**config.mk**
```make
export PLATFORM = sky130hd
export DESIGN_NAME = uart_tx_buffered_flat
export DESIGN_NICKNAME = d
export VERILOG_FILES = /design/src/rtl/uart_pkg.sv /design/src/rtl/uart_tx_buffered_if.sv /design/src/rtl/fifo_sync.sv /design/src/rtl/uart_tx_buffered.sv /design/src/flat_wrapper.sv
export SDC_FILE = /design/constraint.sdc
export NUM_CORES = 1
export LEC_CHECK = 0
export CORE_ASPECT_RATIO = 0.5
export CORE_UTILIZATION = 57
export CTS_CLUSTER_DIAMETER = 100
export DETAILED_ROUTE_END_ITERATION = 8
export DONT_BUFFER_PORTS = 1
export PLACE_DENSITY = 0.72
export SYNTH_ARGS = -nofsm -noshare
export SYNTH_HDL_FRONTEND = slang
export SYNTH_SLANG_ARGS = --single-unit
```
**constraint.sdc**
```tcl
create_clock -name clk -period 2.9 [get_ports clk]
set_input_delay 0.58 -clock clk [delete_from_list [all_inputs] [get_ports clk]]
set_output_delay 0.58 -clock clk [all_outputs]
set_load 0.05 [all_outputs]
```
**src/rtl/uart_pkg.sv**
```systemverilog
// Shared definitions for the buffered UART transmitter: FSM encoding,
// line levels and the clocks-per-bit helper.
package uart_pkg;

  typedef enum logic [1:0] {
    ST_IDLE  = 2'd0,
    ST_START = 2'd1,
    ST_DATA  = 2'd2,
    ST_STOP  = 2'd3
  } tx_state_e;

  localparam logic IDLE_LEVEL = 1'b1;
  localparam logic START_BIT  = 1'b0;
  localparam logic STOP_BIT   = 1'b1;

  // Clocks per serial bit; callers guarantee an integer ratio of at least 2.
  function automatic int calc_div(input int clk_hz, input int sclk_hz);
    return clk_hz / sclk_hz;
  endfunction

endpackage

```
**src/rtl/uart_tx_buffered_if.sv**
```systemverilog
// Host-side bundle of the buffered UART transmitter: write port, FIFO status
// and the serial line.
interface uart_tx_buffered_if #(
  parameter int WIDTH      = 8,
  parameter int DEPTH_FIFO = 4
);
  logic                  we;
  logic [WIDTH-1:0]      data_tx;
  logic                  full;
  logic [DEPTH_FIFO:0]   level;
  logic                  busy;
  logic                  txd;

  modport master (output we, data_tx, input full, level, busy, txd);
  modport slave  (input we, data_tx, output full, level, busy, txd);
endinterface

```
**src/rtl/fifo_sync.sv**
```systemverilog
// Single-clock first-word-fall-through FIFO: dout shows the head entry
// whenever empty is low, so a pop consumes the value already on dout.
module fifo_sync #(
  parameter int WIDTH      = 8,
  parameter int DEPTH_FIFO = 4
) (
  input  logic                clk,
  input  logic                reset,
  input  logic                we,
  input  logic [WIDTH-1:0]    din,
  input  logic                re,
  output logic [WIDTH-1:0]    dout,
  output logic [DEPTH_FIFO:0] level,
  output logic                full,
  output logic                empty
);

  localparam int ENTRIES = 2 ** DEPTH_FIFO;

  logic [WIDTH-1:0]      mem [ENTRIES];
  logic [DEPTH_FIFO-1:0] wr_ptr;
  logic [DEPTH_FIFO-1:0] rd_ptr;
  logic [DEPTH_FIFO:0]   count;
  logic                  push;
  logic                  pop;

  // A write while full is dropped even if a pop frees a slot on the same edge.
  assign push  = we && !full;
  assign pop   = re && !empty;
  assign full  = (count == (DEPTH_FIFO + 1)'(ENTRIES));
  assign empty = (count == '0);
  assign level = count;
  assign dout  = mem[rd_ptr];

  // NOTE: sequential state uses non-blocking assignments so every register
  // samples pre-edge values regardless of process ordering.
  always_ff @(posedge clk or negedge reset) begin
    if (!reset) begin
      wr_ptr <= '0;
      rd_ptr <= '0;
      count  <= '0;
    end else begin
      if (push) wr_ptr <= wr_ptr + 1'b1;
      if (pop)  rd_ptr <= rd_ptr + 1'b1;
      case ({push, pop})
        2'b10:   count <= count + 1'b1;
        2'b01:   count <= count - 1'b1;
        default: count <= count;
      endcase
    end
  end

  // NOTE: storage is not reset; count alone decides which entries are valid,
  // which keeps the array mappable onto plain RAM.
  always_ff @(posedge clk) begin
    if (push) mem[wr_ptr] <= din;
  end

endmodule

```
**src/rtl/uart_tx_buffered.sv**
```systemverilog
// FIFO-buffered 8N1 UART transmitter: bytes written through the bus are
// queued and sent LSB first, back-to-back while the FIFO holds data.
module uart_tx_buffered
  import uart_pkg::*;
#(
  parameter int CLK_HZ     = 50000000,
  parameter int SCLK_HZ    = 5000000,
  parameter int WIDTH      = 8,
  parameter int DEPTH_FIFO = 4
) (
  input  logic              clk,
  input  logic              reset,
  uart_tx_buffered_if.slave bus
);

  localparam int DIV    = calc_div(CLK_HZ, SCLK_HZ);
  localparam int TICK_W = (DIV > 1) ? $clog2(DIV) : 1;
  localparam int BIT_W  = (WIDTH > 1) ? $clog2(WIDTH) : 1;
  localparam logic [TICK_W-1:0] TICK_LAST = TICK_W'(DIV - 1);
  localparam logic [BIT_W-1:0]  BIT_LAST  = BIT_W'(WIDTH - 1);

  tx_state_e             state, state_d;
  logic [TICK_W-1:0]     tick, tick_d;
  logic [BIT_W-1:0]      bit_cnt, bit_d;
  logic [WIDTH-1:0]      shift, shift_d;
  logic                  txd_q, txd_d;
  logic                  pop;
  logic [WIDTH-1:0]      fifo_dout;
  logic [DEPTH_FIFO:0]   fifo_level;
  logic                  fifo_full;
  logic                  fifo_empty;

  fifo_sync #(
    .WIDTH      (WIDTH),
    .DEPTH_FIFO (DEPTH_FIFO)
  ) u_fifo (
    .clk   (clk),
    .reset (reset),
    .we    (bus.we),
    .din   (bus.data_tx),
    .re    (pop),
    .dout  (fifo_dout),
    .level (fifo_level),
    .full  (fifo_full),
    .empty (fifo_empty)
  );

  always_ff @(posedge clk or negedge reset) begin
    if (!reset) begin
      state   <= ST_IDLE;
      tick    <= '0;
      bit_cnt <= '0;
      shift   <= '0;
      txd_q   <= IDLE_LEVEL;
    end else begin
      state   <= state_d;
      tick    <= tick_d;
      bit_cnt <= bit_d;
      shift   <= shift_d;
      txd_q   <= txd_d;
    end
  end

  // NOTE: every output of this block gets a default first, so no path can
  // leave a variable unassigned and infer a latch.
  always_comb begin
    state_d = state;
    tick_d  = tick;
    bit_d   = bit_cnt;
    shift_d = shift;
    txd_d   = txd_q;
    pop     = 1'b0;

    unique case (state)
      ST_IDLE: begin
        txd_d = IDLE_LEVEL;
        if (!fifo_empty) begin
          pop     = 1'b1;
          shift_d = fifo_dout;
          tick_d  = '0;
          txd_d   = START_BIT;
          state_d = ST_START;
        end
      end

      ST_START: begin
        if (tick == TICK_LAST) begin
          tick_d  = '0;
          bit_d   = '0;
          txd_d   = shift[0];
          state_d = ST_DATA;
        end else begin
          tick_d = tick + TICK_W'(1);
        end
      end

      ST_DATA: begin
        if (tick == TICK_LAST) begin
          tick_d = '0;
          if (bit_cnt == BIT_LAST) begin
            txd_d   = STOP_BIT;
            state_d = ST_STOP;
          end else begin
            shift_d = {1'b0, shift[WIDTH-1:1]};
            txd_d   = shift_d[0];
            bit_d   = bit_cnt + BIT_W'(1);
          end
        end else begin
          tick_d = tick + TICK_W'(1);
        end
      end

      ST_STOP: begin
        if (tick == TICK_LAST) begin
          tick_d = '0;
          // Chain straight into the next start bit so queued bytes leave no gap.
          if (!fifo_empty) begin
            pop     = 1'b1;
            shift_d = fifo_dout;
            txd_d   = START_BIT;
            state_d = ST_START;
          end else begin
            state_d = ST_IDLE;
          end
        end else begin
          tick_d = tick + TICK_W'(1);
        end
      end

      default: state_d = ST_IDLE;
    endcase
  end

  assign bus.txd   = txd_q;
  assign bus.full  = fifo_full;
  assign bus.level = fifo_level;
  assign bus.busy  = (state != ST_IDLE) || !fifo_empty;

endmodule

```
**src/flat_wrapper.sv**
```systemverilog
// flat-port wrapper written by rule: the top's interface ports become plain ports
module uart_tx_buffered_flat import uart_pkg::*;
#(
  parameter int CLK_HZ     = 50000000,
  parameter int SCLK_HZ    = 5000000,
  parameter int WIDTH      = 8,
  parameter int DEPTH_FIFO = 4
)
  (clk, reset, bus_we, bus_data_tx, bus_full, bus_level, bus_busy, bus_txd);
  uart_tx_buffered_if #(.WIDTH(WIDTH), .DEPTH_FIFO(DEPTH_FIFO)) bus_i ();
  input  logic clk;
  input  logic reset;
  input wire logic [$bits(bus_i.we)-1:0] bus_we;
  input wire logic [$bits(bus_i.data_tx)-1:0] bus_data_tx;
  output wire logic [$bits(bus_i.full)-1:0] bus_full;
  output wire logic [$bits(bus_i.level)-1:0] bus_level;
  output wire logic [$bits(bus_i.busy)-1:0] bus_busy;
  output wire logic [$bits(bus_i.txd)-1:0] bus_txd;
  assign bus_i.we = bus_we;
  assign bus_i.data_tx = bus_data_tx;
  assign bus_full = bus_i.full;
  assign bus_level = bus_i.level;
  assign bus_busy = bus_i.busy;
  assign bus_txd = bus_i.txd;
  uart_tx_buffered #(.CLK_HZ(CLK_HZ), .SCLK_HZ(SCLK_HZ), .WIDTH(WIDTH), .DEPTH_FIFO(DEPTH_FIFO)) u_core (.clk(clk), .reset(reset), .bus(bus_i));
endmodule
```
# Yosys cells after proc, flatten, opt, wreduce, memory -nomap -nowiden
# Memory sizes are Yosys's and may differ from the RTL's.
# Cells that the tools add are included.
# word_totals
reg_bits	31
ramBits	128
inputBits	11
out_inout_bits	8
wordCells	78
memories	1
# mem_list
name	depth	word_bits	read_ports	rd_clocked_by_memory_dff	wr	line	source
u_core.u_fifo.mem	16	8	1	0	1	fifo_sync.sv:20	logic [WIDTH-1:0] mem [ENTRIES];
# classes
add_sub_neg	6
eq_ne	15
muxes	32
n_reduce_logical	16
# ops
cell	n
8-bit 2-to-1 mux	4
8-bit one-hot mux with 3 select lines	1
4-bit by 1-bit adder with 4-bit output, second input constant	3
4-bit AND reduction	3
1-bit 2-to-1 mux	11
2-bit 2-to-1 mux	5
5-bit one-hot mux with 2 select lines	1
3-bit 2-to-1 mux	3
4-bit 2-to-1 mux	2
2-bit by 1-bit != test with 1-bit output, second input constant	4
2-bit one-hot mux with 4 select lines	1
4-bit one-hot mux with 2 select lines	1
2-bit == test, second input constant	3
2-bit != test, second input constant	3
3-bit one-hot mux with 2 select lines	1
2-bit nonzero test	3
5-bit by 1-bit adder with 5-bit output, second input constant	1
5-bit == test, second input constant	1
5-bit logical NOT	1
5-bit AND reduction	1
5-bit by 1-bit subtractor with 5-bit output, second input constant	1
2-bit by 1-bit == test with 1-bit output, second input constant	2
4-bit == test, second input constant	1
1-bit one-hot mux with 4 select lines	1
9 further kinds	11

# Logic depth before layout (Yosys ltp)
# depth
word_depth	7
ltp_mapped	14
mapped_depth_nobuf	13

# Hierarchy
# A second synthesis with hierarchy kept.
# hier_totals
cells_unflattened	446
area_unflattened_um2	6897.9
# by_module_without_submodules
module	n_inst	cells_each	area_each_um2	seq_area_each_um2
fifo_sync	1	332	5779.3	4169.0
uart_tx_buffered	1	114	1118.6	451.7

# Worst setup path after synthesis
# Ideal clock, no wire load.
# synth_path
path_kind	register to register
startpoint	register u_core.u_fifo.count[1], in the netlist u_core.u_fifo.level[1]
endpoint	register u_core.u_fifo.count[4], in the netlist u_core.u_fifo.level[4]
setup_time_ns	0.080
arrival_ns	2.845
t_required_ns	2.820
path_slack_ns	-0.025
path_stages_with_launch	14
n_path_buf	1
period_less_slack_ns	2.925
path_cell_list	dfrtp_1 nor4_2 nand2_1 and2_1 clkbuf_1 inv_1 ha_1 inv_1 fa_1 nor2b_1 o21ai_0 and3_1 nor3_1 xnor2_1
# synth_between
elab_chain_len	7
elab_cells_between_ends	15
classes_between	add/sub (2); eq/ne (3); mux (4); reduce/logical (6)
# synth_rtl
element	line	source
from (decl)	fifo_sync.sv:23	logic [DEPTH_FIFO:0] count;
from (signal assigned)	fifo_sync.sv:46	2'b10: count <= count + 1'b1;
from (signal assigned)	fifo_sync.sv:47	2'b01: count <= count - 1'b1;
from (signal assigned)	fifo_sync.sv:48	default: count <= count;
5-bit logical NOT	fifo_sync.sv:31	assign empty = (count == '0);
1-bit 2-to-1 mux	uart_tx_buffered.sv:77, uart_tx_buffered.sv:117	
1-bit 2-to-1 mux	uart_tx_buffered.sv:114	if (tick == TICK_LAST) begin
1-bit one-hot mux with 2 select lines	uart_tx_buffered.sv:74	unique case (state)
1-bit logical AND	fifo_sync.sv:29	assign pop = re && !empty;
2-bit by 1-bit == test with 1-bit output or 2-bit == test (tied branches)	fifo_sync.sv:45	case ({push, pop})
5-bit one-hot mux with 2 select lines or 2-bit nonzero test (tied branches)	n/a	
# Several ways; a longest one is shown, not always the timed one.
# A chain may end at the register's enable or synchronous reset.

# Worst setup path in the final report
# layout_path
startpoint	register u_core.tick[1]
endpoint	register u_core.u_fifo.count[4], in the netlist u_core.u_fifo.level[4]
# layout_between
elab_chain_len	6
elab_cells_between_ends	8
classes_between	eq/ne (3); mux (3); reduce/logical (2)
# layout_rtl
element	line	source
from (decl)	uart_tx_buffered.sv:23	logic [TICK_W-1:0] tick, tick_d;
from (signal assigned)	uart_tx_buffered.sv:57	tick <= tick_d;
4-bit == test *	uart_tx_buffered.sv:114	
1-bit 2-to-1 mux *	uart_tx_buffered.sv:114	
1-bit one-hot mux with 2 select lines *	uart_tx_buffered.sv:74	
1-bit logical AND *	fifo_sync.sv:29	
net u_core.u_fifo.pop	fifo_sync.sv:25	logic pop;
2-bit by 1-bit == test with 1-bit output or 2-bit == test (tied branches)	fifo_sync.sv:45	
5-bit one-hot mux with 2 select lines or 2-bit nonzero test (tied branches)	n/a	
# The timed path passes the listed nets; every way through them passes the cells marked *.

==> results.sh <==
export IMPL_grt_pass1_vias=3760
export IMPL_drive_above_1_share=0.183
export IMPL_cp_max_fo=4
export IMPL_grt_pass1_wl_um=20700
export IMPL_diodes=0
export IMPL_crit_arrival_ns=3.00
export IMPL_cellPowerDensity_nw_per_um2=754
export IMPL_async_reset_ff_frac=0.195
export IMPL_finalHoldViolations=0
export IMPL_required_ns=3.24
export IMPL_fp_dieH_um=79.4
export IMPL_min_period_over_period=0.917
export IMPL_design_core_area_um2=11300
export IMPL_period_needed_ns=2.66
export IMPL_clockBufferDepth=2
export IMPL_drv_cap=0
export IMPL_critPathMaxStageDelay_ns=0.41
export IMPL_syn_nets=456
export IMPL_hpwl_um=8810
export IMPL_fmax_mhz=376
export IMPL_final_max_slew_violation_count=0
export IMPL_grt_max_degree=32
export IMPL_finalWeightedCongestion=0.824
export IMPL_layout_common_cells="edfxtp_1 (128), nand2_1 (28), dfrtp_1 (27), mux2i_1 (23), nor2_1 (19)"
export IMPL_ys_seq_area_frac=0.676
export IMPL_hold_ws_ns=0.250
export IMPL_yosys_warnings=0
export IMPL_ys_flop_type="edfxtp_1"
export IMPL_rsz0062_at_grt="no"
export IMPL_antenna_found_initial=0
export IMPL_routed_wl_um=13300
export IMPL_drtAntennaViolNets=0
export IMPL_viasPerCell=6.10
export IMPL_final_common_cell="edfxtp_1"
export IMPL_synth_edf_count=128
export IMPL_synthesis_area_um2=6830
export IMPL_cp_cell_sequence="inv_1, ha_1, and3b_1, a21oi_1, nor3_2, ha_2, inv_1, fa_1, nor2b_1, o21ai_0, and3_1, nor3_2, xnor2_1"
export IMPL_finalNetCount=473
export IMPL_numCtsBuffers=17
export IMPL_worstSetupPathType="reg -> reg"
export IMPL_drcViolationCount=0
export IMPL_rows=27
export IMPL_vias=3739
export IMPL_pre_cts_ws_ns=0.117
export IMPL_drt_iter0_markers=355
export IMPL_path_buf_inv=2
export IMPL_cts_clk_slew_worst_paths_ns=0.07
export IMPL_grt_overflow_total=0
export IMPL_tns_ns=0
export IMPL_max_vdd_ir_drop_mv=0.441
export IMPL_cts_sinks=159
export IMPL_power_leakage_nw=2.63
export IMPL_drt_first_pass_iters=5
export IMPL_track_usage=0.239
export IMPL_hold_path_class="in -> reg"
export IMPL_setup_ws_ns=0.240
export IMPL_clock_latency_ns=0.42
export IMPL_cts_root_buffer="clkbuf_16"
export IMPL_synthCells=425
export IMPL_critPathSlowestCell="dfrtp_1"
export IMPL_critPathTopFamily="simple AND/OR/NAND/NOR gates"
export IMPL_syn_avg_cell_area_um2=16.1
export IMPL_start_kind="register"
export IMPL_wl_per_cell_um=21.7
export IMPL_finClkSkew_ns=0.00937
export IMPL_worst_pin_slew_ns=1.11
export IMPL_final_setup_viol_count=0
export IMPL_io_buffers=0
export IMPL_slew_headroom=0.251
export IMPL_io_pins=19
export IMPL_die_x_um=157
export IMPL_htreeDepth=4
export IMPL_yosysUniqueCellTypes=57
export IMPL_start_util=0.604
export IMPL_outcome="complete, no violations"
export IMPL_cp_end_kind="register"
export IMPL_dieArea_um2=12500
export IMPL_cts_tree="yes"
export IMPL_synth_seq_cells=159
export IMPL_area_growth_pct=12.4
[Yosys cell counts (2+ instances only)]
library cell    n  share of area
edfxtp_1      128           0.56
dfrtp_1        30           0.11
nand2_1        28          0.015
mux2i_1        23          0.034
ha_1           19          0.035
nor2_1         19          0.010
mux4_2         17          0.056
inv_1          13         0.0071
a21oi_1        12         0.0088
o21ai_0        12         0.0088
a22oi_1        11          0.012
buf_2           8         0.0059
xnor2_1         8          0.010
nor3_1          7         0.0051
mux4_1          5          0.019
nand3_1         5         0.0037
o21a_1          5         0.0055
o22ai_1         5         0.0046
buf_4           4         0.0044
clkbuf_1        4         0.0022
nand2b_1        4         0.0037
nor2b_1         4         0.0037
o311ai_1        4         0.0051
a21o_1          3         0.0033
a22o_1          3         0.0038
and2_1          3         0.0027
buf_1           3         0.0016
xor2_1          3         0.0038
a211oi_1        2         0.0022
a31oi_1         2         0.0018
buf_6           2         0.0033
nand3b_1        2         0.0022
o31ai_1         2         0.0022
o32ai_1         2         0.0026
[flip-flops by register name, indices dropped and copies added, names as in the netlist]
register              count
u_core.u_fifo.rd_ptr      4
u_core.u_fifo.level       5
u_core.shift              8
u_core.u_fifo.wr_ptr      4
u_core.bit_cnt            3
u_core.tick               4
u_core.state              2
u_core.u_fifo.mem       128
u_core.bus.txd            1
[kinds of logic after synthesis]
group,after synthesis,synth area share
adder cells (fa/ha/maj),20,0.0377
XOR/XNOR,11,0.0141
AO/OA/AOI/OAI,72,0.0740
flip-flops,159,0.676
AND/OR/NAND/NOR,80,0.0573
multiplexers,47,0.113
buffers and inverters,36,0.0278
[worst reg2reg max path: cells and delay by family (launching register included)]
family                   cells  cell delay, ns
flip-flops                   1            0.41
buffers and inverters        2            0.16
AO/OA/AOI/OAI                2            0.18
AND/OR/NAND/NOR              5            0.86
XOR/XNOR                     1            0.14
adder cells (fa/ha/maj)      3            0.85
[through the flow]
stage,std cells,util,cell area [um^2],power [mW]
2_1_floorplan,425,-,6840,3.37
3_3_place_gp,580,0.623,7050,3.54
3_5_place_dp,580,0.623,7050,3.59
4_1_cts,613,0.677,7660,5.80
5_1_grt,613,0.679,7680,5.99
6_report,613,0.679,7680,5.79
[path summary, 6_finish.rpt]
path                                 startpoint                        to  slack (ns)  cells after the start
worst max-delay path             u_core.tick[1]    u_core.u_fifo.level[4]        0.24                     13
worst min-delay path             bus_data_tx[2]  u_core.u_fifo.mem[11][2]        0.25                      0
worst max register to register   u_core.tick[1]    u_core.u_fifo.level[4]        0.24                     13
worst min register to register  u_core.shift[2]           u_core.shift[2]        0.49                      1
max in group asynchronous                 reset            u_core.bus.txd        2.04                      2
min in group asynchronous                 reset    u_core.u_fifo.level[3]        0.61                      2
[area by class of cell]
class	instances	area [um^2]
sequential	159	4620
fill	724	3640
multi-input combinational	230	2040
clock buffer	17	425
tap	159	199
timing repair buffer	21	185
clock inverter	14	159
inverter	13	48.8
[per-layer routing]
metal,GRT usage,wire length (um),share of wire,up-vias
met5,0,0,0,-
met4,0.121,401,0.030,0
met3,0.0662,1110,0.083,32
met2,0.369,6110,0.46,157
met1,0.315,5660,0.43,1877
li1,-,-,-,1673
[power by group]
part,internal (mW),switching (mW)
Sequential,2.72,0.120
Clock,1.28,0.927
Combinational,0.243,0.504
[what timing repair did]
action | 4_1_cts | 5_1_grt
endpoints found under the hold margin | 31 | 0
hold buffers | 2 | 0
setup buffers | 0 | 0
gates resized for setup | 0 | 4
endpoints found under the setup margin | 0 | 1
No activity file was read; power rests on OpenSTA's default activity.
